File: config.mk
export PLATFORM = sky130hd
export DESIGN_NAME = c2c_master_burst_ctrl
export DESIGN_NICKNAME = d
export VERILOG_FILES = /design/src/rtl/c2c_pkg.sv /design/src/rtl/c2c_timer.sv /design/src/rtl/c2c_master_burst_ctrl.sv
export SDC_FILE = /design/constraint.sdc
export NUM_CORES = 1
export LEC_CHECK = 0
export ABC_AREA = 1
export BUFFER_PORTS_ARGS = -buffer_cell sky130_fd_sc_hd__buf_2
export CORE_MARGIN = 2
export CORE_UTILIZATION = 45
export DETAILED_ROUTE_END_ITERATION = 6
export HOLD_SLACK_MARGIN = 0.15
export PLACE_DENSITY_LB_ADDON = 0.25
export SYNTH_ARGS = -nofsm -noshare
export SYNTH_HDL_FRONTEND = slang
export SYNTH_SLANG_ARGS = --single-unit
File: constraint.sdc
create_clock -name clk -period 2.35 [get_ports clk]
set_clock_uncertainty 0.1 [all_clocks]
set_input_delay 0.235 -clock clk [delete_from_list [all_inputs] [get_ports clk]]
set_output_delay 0.235 -clock clk [all_outputs]
set_load 0.01 [all_outputs]
File: src/rtl/c2c_pkg.sv
// -----------------------------------------------------------------------------
// c2c_pkg
// Shared definitions for the chip2chip burst master:
//   - state_t : controller state encoding
//   - cnt_w() : width of a counter that must hold values 0..n-1 (never below 1)
// -----------------------------------------------------------------------------
package c2c_pkg;

  typedef enum logic [2:0] {
    ST_IDLE   = 3'd0,
    ST_REQ    = 3'd1,
    ST_DROP   = 3'd2,
    ST_NOTICE = 3'd3,
    ST_SEND   = 3'd4,
    ST_GAP    = 3'd5
  } state_t;

  localparam int STATE_W = 3;

  // A bound of 0 or 1 would give a zero-width vector, so clamp to one bit.
  function automatic int cnt_w(input int n);
    return (n < 2) ? 1 : $clog2(n);
  endfunction

endpackage

File: src/rtl/c2c_timer.sv
// -----------------------------------------------------------------------------
// c2c_timer
// Loadable down-counter with a terminal flag. Loading N-1 makes done assert
// on the N-th cycle after the load, so a state that leaves on done lasts
// exactly N cycles.
// Ports:
//   clk, rst_n : clock, synchronous active-low reset
//   load       : load load_val (takes priority over counting)
//   load_val   : reload value
//   en         : count down by one per cycle while non-zero
//   done       : counter is at zero
// -----------------------------------------------------------------------------
module c2c_timer
  import c2c_pkg::*;
#(
  parameter int W = 8
) (
  input  logic         clk,
  input  logic         rst_n,
  input  logic         load,
  input  logic [W-1:0] load_val,
  input  logic         en,
  output logic         done
);

  logic [W-1:0] cnt;

  always_ff @(posedge clk) begin
    if (!rst_n) begin
      cnt <= '0;
    end else if (load) begin
      cnt <= load_val;
    end else if (en && (cnt != '0)) begin
      cnt <= cnt - W'(1);
    end
  end

  assign done = (cnt == '0);

endmodule

File: src/rtl/c2c_master_burst_ctrl.sv
// -----------------------------------------------------------------------------
// c2c_master_burst_ctrl
// Chip2chip master: request/ack handshake, timed notice phase, then a
// valid/ack exchange per word for 1..BURST_MAX words. Ack timeouts cause
// bounded request retries; exhaustion or a mid-burst stall raises err.
// Ports:
//   clk, rst_n : clock, synchronous active-low reset
//   request    : user start level, sampled only in IDLE
//   burst_len  : words to send, sampled with request (clamped to BURST_MAX)
//   data_in    : current user word
//   data_rd    : 1-cycle pulse, data_in was captured, present the next word
//   ack        : slave ack (already synchronised)
//   request2s  : request to slave
//   notice     : ack-received indicator
//   data       : registered word to slave
//   valid      : data valid to slave
//   busy       : controller not idle
//   err        : 1-cycle pulse on retry exhaustion or mid-burst timeout
// -----------------------------------------------------------------------------
module c2c_master_burst_ctrl
  import c2c_pkg::*;
#(
  parameter int DATA_W      = 3,
  parameter int BURST_MAX   = 4,
  parameter int NOTICE_CYC  = 100_000_000,
  parameter int ACK_TIMEOUT = 1_000_000,
  parameter int MAX_RETRY   = 3
) (
  input  logic                           clk,
  input  logic                           rst_n,
  input  logic                           request,
  input  logic [$clog2(BURST_MAX+1)-1:0] burst_len,
  input  logic [DATA_W-1:0]              data_in,
  output logic                           data_rd,
  input  logic                           ack,
  output logic                           request2s,
  output logic                           notice,
  output logic [DATA_W-1:0]              data,
  output logic                           valid,
  output logic                           busy,
  output logic                           err
);

  localparam int LEN_W = $clog2(BURST_MAX + 1);
  localparam int RTY_W = cnt_w(MAX_RETRY + 1);
  localparam int TMR_W = cnt_w((NOTICE_CYC > ACK_TIMEOUT) ? NOTICE_CYC : ACK_TIMEOUT);

  localparam logic [LEN_W-1:0] LEN_MAX      = LEN_W'(BURST_MAX);
  localparam logic [RTY_W-1:0] RTY_MAX      = RTY_W'(MAX_RETRY);
  localparam logic [TMR_W-1:0] NOTICE_LOAD  = TMR_W'(NOTICE_CYC - 1);
  localparam logic [TMR_W-1:0] TIMEOUT_LOAD = TMR_W'(ACK_TIMEOUT - 1);

  state_t             state;
  state_t             state_nxt;
  logic [LEN_W-1:0]   len;
  logic [LEN_W-1:0]   word_cnt;
  logic [LEN_W:0]     cnt_inc;
  logic               last_word;
  logic [RTY_W-1:0]   retries;
  logic               fail;

  logic               t_load;
  logic [TMR_W-1:0]   t_val;
  logic               t_done;

  logic               request2s_nxt;
  logic               notice_nxt;
  logic               valid_nxt;
  logic               busy_nxt;
  logic               err_nxt;
  logic               data_rd_nxt;
  logic [DATA_W-1:0]  data_nxt;

  // One timer serves every phase: it restarts whenever the state changes,
  // with the notice length for NOTICE and the ack timeout for everything else.
  assign t_load = (state_nxt != state);
  assign t_val  = (state_nxt == ST_NOTICE) ? NOTICE_LOAD : TIMEOUT_LOAD;

  c2c_timer #(
    .W (TMR_W)
  ) u_timer (
    .clk      (clk),
    .rst_n    (rst_n),
    .load     (t_load),
    .load_val (t_val),
    .en       (state != ST_IDLE),
    .done     (t_done)
  );

  // The word being acknowledged now is the last one when count+1 reaches len.
  assign cnt_inc   = {1'b0, word_cnt} + {{LEN_W{1'b0}}, 1'b1};
  assign last_word = (cnt_inc >= {1'b0, len});

  // State register, transaction counters and registered outputs.
  always_ff @(posedge clk) begin
    if (!rst_n) begin
      state     <= ST_IDLE;
      len       <= '0;
      word_cnt  <= '0;
      retries   <= '0;
      request2s <= 1'b0;
      notice    <= 1'b0;
      valid     <= 1'b0;
      busy      <= 1'b0;
      err       <= 1'b0;
      data_rd   <= 1'b0;
      data      <= '0;
    end else begin
      state     <= state_nxt;
      request2s <= request2s_nxt;
      notice    <= notice_nxt;
      valid     <= valid_nxt;
      busy      <= busy_nxt;
      err       <= err_nxt;
      data_rd   <= data_rd_nxt;
      data      <= data_nxt;

      if ((state == ST_IDLE) && (state_nxt == ST_REQ)) begin
        len      <= (burst_len > LEN_MAX) ? LEN_MAX : burst_len;
        word_cnt <= '0;
        retries  <= '0;
      end

      if ((state == ST_REQ) && (state_nxt == ST_DROP)) begin
        retries <= retries + RTY_W'(1);
      end

      // ack falling in SEND means the slave took the word; never count past BURST_MAX.
      if ((state == ST_SEND) && !ack && (word_cnt != LEN_MAX)) begin
        word_cnt <= word_cnt + LEN_W'(1);
      end
    end
  end

  // Next-state logic. In REQ/SEND/GAP an ack edge wins over a timeout that
  // expires in the same cycle.
  always_comb begin
    state_nxt = state;
    fail      = 1'b0;
    case (state)
      ST_IDLE: begin
        if (request && (burst_len != '0)) begin
          state_nxt = ST_REQ;
        end
      end
      ST_REQ: begin
        if (ack) begin
          state_nxt = ST_NOTICE;
        end else if (t_done) begin
          if (retries < RTY_MAX) begin
            state_nxt = ST_DROP;
          end else begin
            state_nxt = ST_IDLE;
            fail      = 1'b1;
          end
        end
      end
      ST_DROP: begin
        state_nxt = ST_REQ;
      end
      ST_NOTICE: begin
        if (t_done) begin
          state_nxt = ST_SEND;
        end
      end
      ST_SEND: begin
        if (!ack) begin
          state_nxt = last_word ? ST_IDLE : ST_GAP;
        end else if (t_done) begin
          state_nxt = ST_IDLE;
          fail      = 1'b1;
        end
      end
      ST_GAP: begin
        if (ack) begin
          state_nxt = ST_SEND;
        end else if (t_done) begin
          state_nxt = ST_IDLE;
          fail      = 1'b1;
        end
      end
      default: begin
        state_nxt = ST_IDLE;
      end
    endcase
  end

  // Output logic: next values of the registered outputs, derived from the
  // transition being taken so every output changes on the same edge as state.
  always_comb begin
    request2s_nxt = (state_nxt == ST_REQ);
    notice_nxt    = (state_nxt == ST_NOTICE);
    valid_nxt     = (state_nxt == ST_SEND);
    busy_nxt      = (state_nxt != ST_IDLE);
    err_nxt       = fail;
    data_rd_nxt   = (state_nxt == ST_SEND) && (state != ST_SEND);
    data_nxt      = data;
    if (data_rd_nxt) begin
      data_nxt = data_in;
    end else if (fail) begin
      data_nxt = '0;
    end
  end

endmodule
==> impl_metrics.tcl <==
set metrics [dict create \
    status "complete, but fails checks" \
    violations "negative setup slack" \
    clkSinkCount 47 \
    p_per_area_mw_per_mm2 663 \
    vdd_drop_max_v 0.000376 \
    cp.arrival_ns 2.55 \
    worstHoldPathCells 4 \
    slowest_stage "dfxtp_2" \
    fmax_mhz 415 \
    p_leak_nw 1.61 \
    cts-buffers-inserted 5 \
    synthTopCellsByArea "dfxtp_1 35%, nand2_1 12%, nor2_1 11%" \
    grt_pass1_vias 2619 \
    dr_wl_met3_um 165 \
    final_layout_size_suffix_gt1_frac 0.289 \
    post-route-util 0.610 \
    die_area_mm2 0.00663 \
    syn_area_mm2 0.00270 \
    worstPathCellList "inv_2 -> ha_4 -> ha_4 -> a21boi_1 -> o21ai_1 -> nand3_1 -> nand2_2 -> nand2_2 -> nand3_2 -> nand2_4 -> nor2_8 -> nand2_8 -> buf_8 -> nor2_1 -> nor2_2 -> nor2_1" \
    synth_top_area_frac 0.349 \
    hold_viol 0 \
    synth_nets 425 \
    synth_seq_cells 47 \
    portBuffers 18 \
    wl_per_cell_um 12.4 \
    yosysSeqAreaShare 0.349 \
    vias_per_cell 4.78 \
    hold_start "ack" \
    clk_latency_ns 0.31 \
    initial_core_util 0.461 \
    min_period_ns 2.41 \
    cap_violations 0 \
    synthCells 408 \
    grt_overflow_total 0 \
    avgSynthCellArea_um2 6.61 \
    ff2ff_path_depth 16 \
    placed_area_mm2 0.00307 \
    final_cell_mix "80 x nand2_1, 64 x nor2_1, 51 x inv_1" \
    slew_headroom 0.642 \
    dp_hpwl_um 4610 \
    r2r_slack_ns -0.06 \
    gp_congestion 0.852 \
    htree_levels 2 \
    fp.dieW_um 81.4 \
    initialDrtViolationCount 119 \
    synth_top_cell_by_area "dfxtp_1" \
    reg2reg_to "u_timer.cnt[24]" \
    cts_tree "yes" \
    cts-root-buf "clkbuf_8" \
    min_delay_worst_endpoint "word_cnt[0]" \
    tightest_slew_ns 0.532 \
    antennaDiodeCount 0 \
    critical_path_required_ns 2.49 \
    syn2layout_area_growth_pct 32.4 \
    wl_met2_um 3540 \
    antenna_found_initial 0 \
    cp_slowest_stage_delay_ns 0.37 \
    routed.top_layer "met4" \
    boundaryPins 19 \
    fin_ws_ns -0.0596 \
    grt_max_degree 27 \
    hold_path.class "input port to flop" \
    r2r-start "word_cnt[0]" \
    fp.dieH_um 81.4 \
    yosys_warnings 0 \
    drc 0 \
    post_synth_num_cell_types 30 \
    vias 2622 \
    wl_met1_um 2990 \
    finalCritPeriodShare 1.03 \
    rows 28 \
    layout.nets 490 \
    antenna_left 0 \
    cp-end-kind "flop" \
    cp_max_fo 7 \
    rsz0062_at_grt "true" \
    final_common_cell "nand2_1" \
    grt_pass1_wl_um 11500 \
    clkSlewWorstSetupHoldPaths_ns 0.10 \
    finalInstanceArea_mm2 0.00357 \
    grtUsageTotal 0.223 \
    finalSetupViolCount 20 \
    start_kind "flop" \
    finalMaxSlewViolations 0 \
    core-area_mm2 0.00585 \
    cts_buffer_depth 2 \
    crit_type "flop to flop" \
    routed_wl_um 6800 \
    first_pass_iters 5 \
]
## where the power goes
group          leakage [nW]  internal (W)  switching [W]
clock                0.0408      0.000213       0.000302
combinational          1.18      0.000348       0.000539
sequential            0.387      0.000883      0.0000832
## critical path, delay by kind of cell, from the launching register on
family	cells	cell delay [ns]
adders and majority gates	2	0.46
buffers and inverters	2	0.22
DFF	1	0.37
and+or+nand+nor	10	0.96
AOI/OAI and AO/OA	2	0.23
## final cells by class
type / instances / area [um2]
Timing Repair Buffer: 62 / 467
Inverter: 59 / 224
Tap cell: 75 / 93.8
Multi-Input combinational cell: 298 / 1750
Fill cell: 525 / 2280
Clock buffer: 5 / 68.8
Sequential cell: 47 / 943
Clock inverter: 3 / 23.8
## kinds of logic after synthesis
kind of cell / synth area share
buffers and inverters: 0.0961
flip-flops: 0.349
adder cells (fa/ha/maj): 0.0325
AO/OA/AOI/OAI: 0.0877
AND/OR/NAND/NOR: 0.363
XOR/XNOR: 0.0715
## how the worst max path moves through the flow
stage	cells after the start	start	end	slack (ns)
5_1_grt	16	word_cnt[0]	u_timer.cnt[13]	-0.21
3_5_place_dp	16	word_cnt[0]	u_timer.cnt[23]	-0.15
3_3_place_gp	16	word_cnt[1]	u_timer.cnt[22]	-0.07
4_1_cts	16	word_cnt[0]	u_timer.cnt[17]	-0.01
6_report	16	word_cnt[0]	u_timer.cnt[24]	-0.06
2_1_floorplan	15	word_cnt[0]	u_timer.cnt[18]	0.02
## flip-flops by register name (all words and copies together) (netlist names), 2 cells and up
name,flops
u_timer.cnt,27
len,3
word_cnt,3
state,3
retries,2
data,3
## through the flow
step	power, W	hold slack [ns]	setup slack, ns	std cells	TNS, ns
after floorplan	0.00149	0.248	0.0151	408	0
after global placement	0.00167	0.337	-0.0652	524	-0.744
after detailed placement	0.00168	0.350	-0.148	524	-2.57
after CTS	0.00228	0.231	-0.0138	547	-0.0138
after global routing	0.00252	0.295	-0.207	549	-5.14
final	0.00237	0.237	-0.0596	549	-0.573
## what timing repair did
item / 4_1_cts / 5_1_grt
setup buffers: 5 / 2
gates resized for setup: 34 / 32
hold endpoints to repair: 6 / 0
hold buffers: 8 / 0
setup endpoints to repair: 29 / 33
cloned: 2 / 0
pin swaps: 20 / 17
## routing by layer
layer | vias to the layer above | track usage
met2 | 33 | 0.405
li1 | 1397 | -
met4 | 0 | 0.0746
met3 | 12 | 0.0400
met5 | - | 0
met1 | 1180 | 0.262
## cells in the mapped netlist
library cell and instances:
o21ai_1 10, a211oi_1 1, nor4_1 2, nor3_1 10
a21oi_1 12, a21boi_0 1, a21oi_2 2, nor2_1 80
inv_1 54, inv_2 5, ha_1 7, nand4_1 4
o21ai_2 1, nand3_2 2, nand2_2 8, nor2_4 1
o21ai_0 17, nand3_1 17, clkbuf_1 4, or2_2 1
xor2_1 15, nor2_2 7, nor2_8 1, nand2_1 87
nand2_4 1, buf_6 2, nor3_2 1, nor3b_1 1
xnor2_1 7, dfxtp_1 47
(Power assumes the default switching activity.)
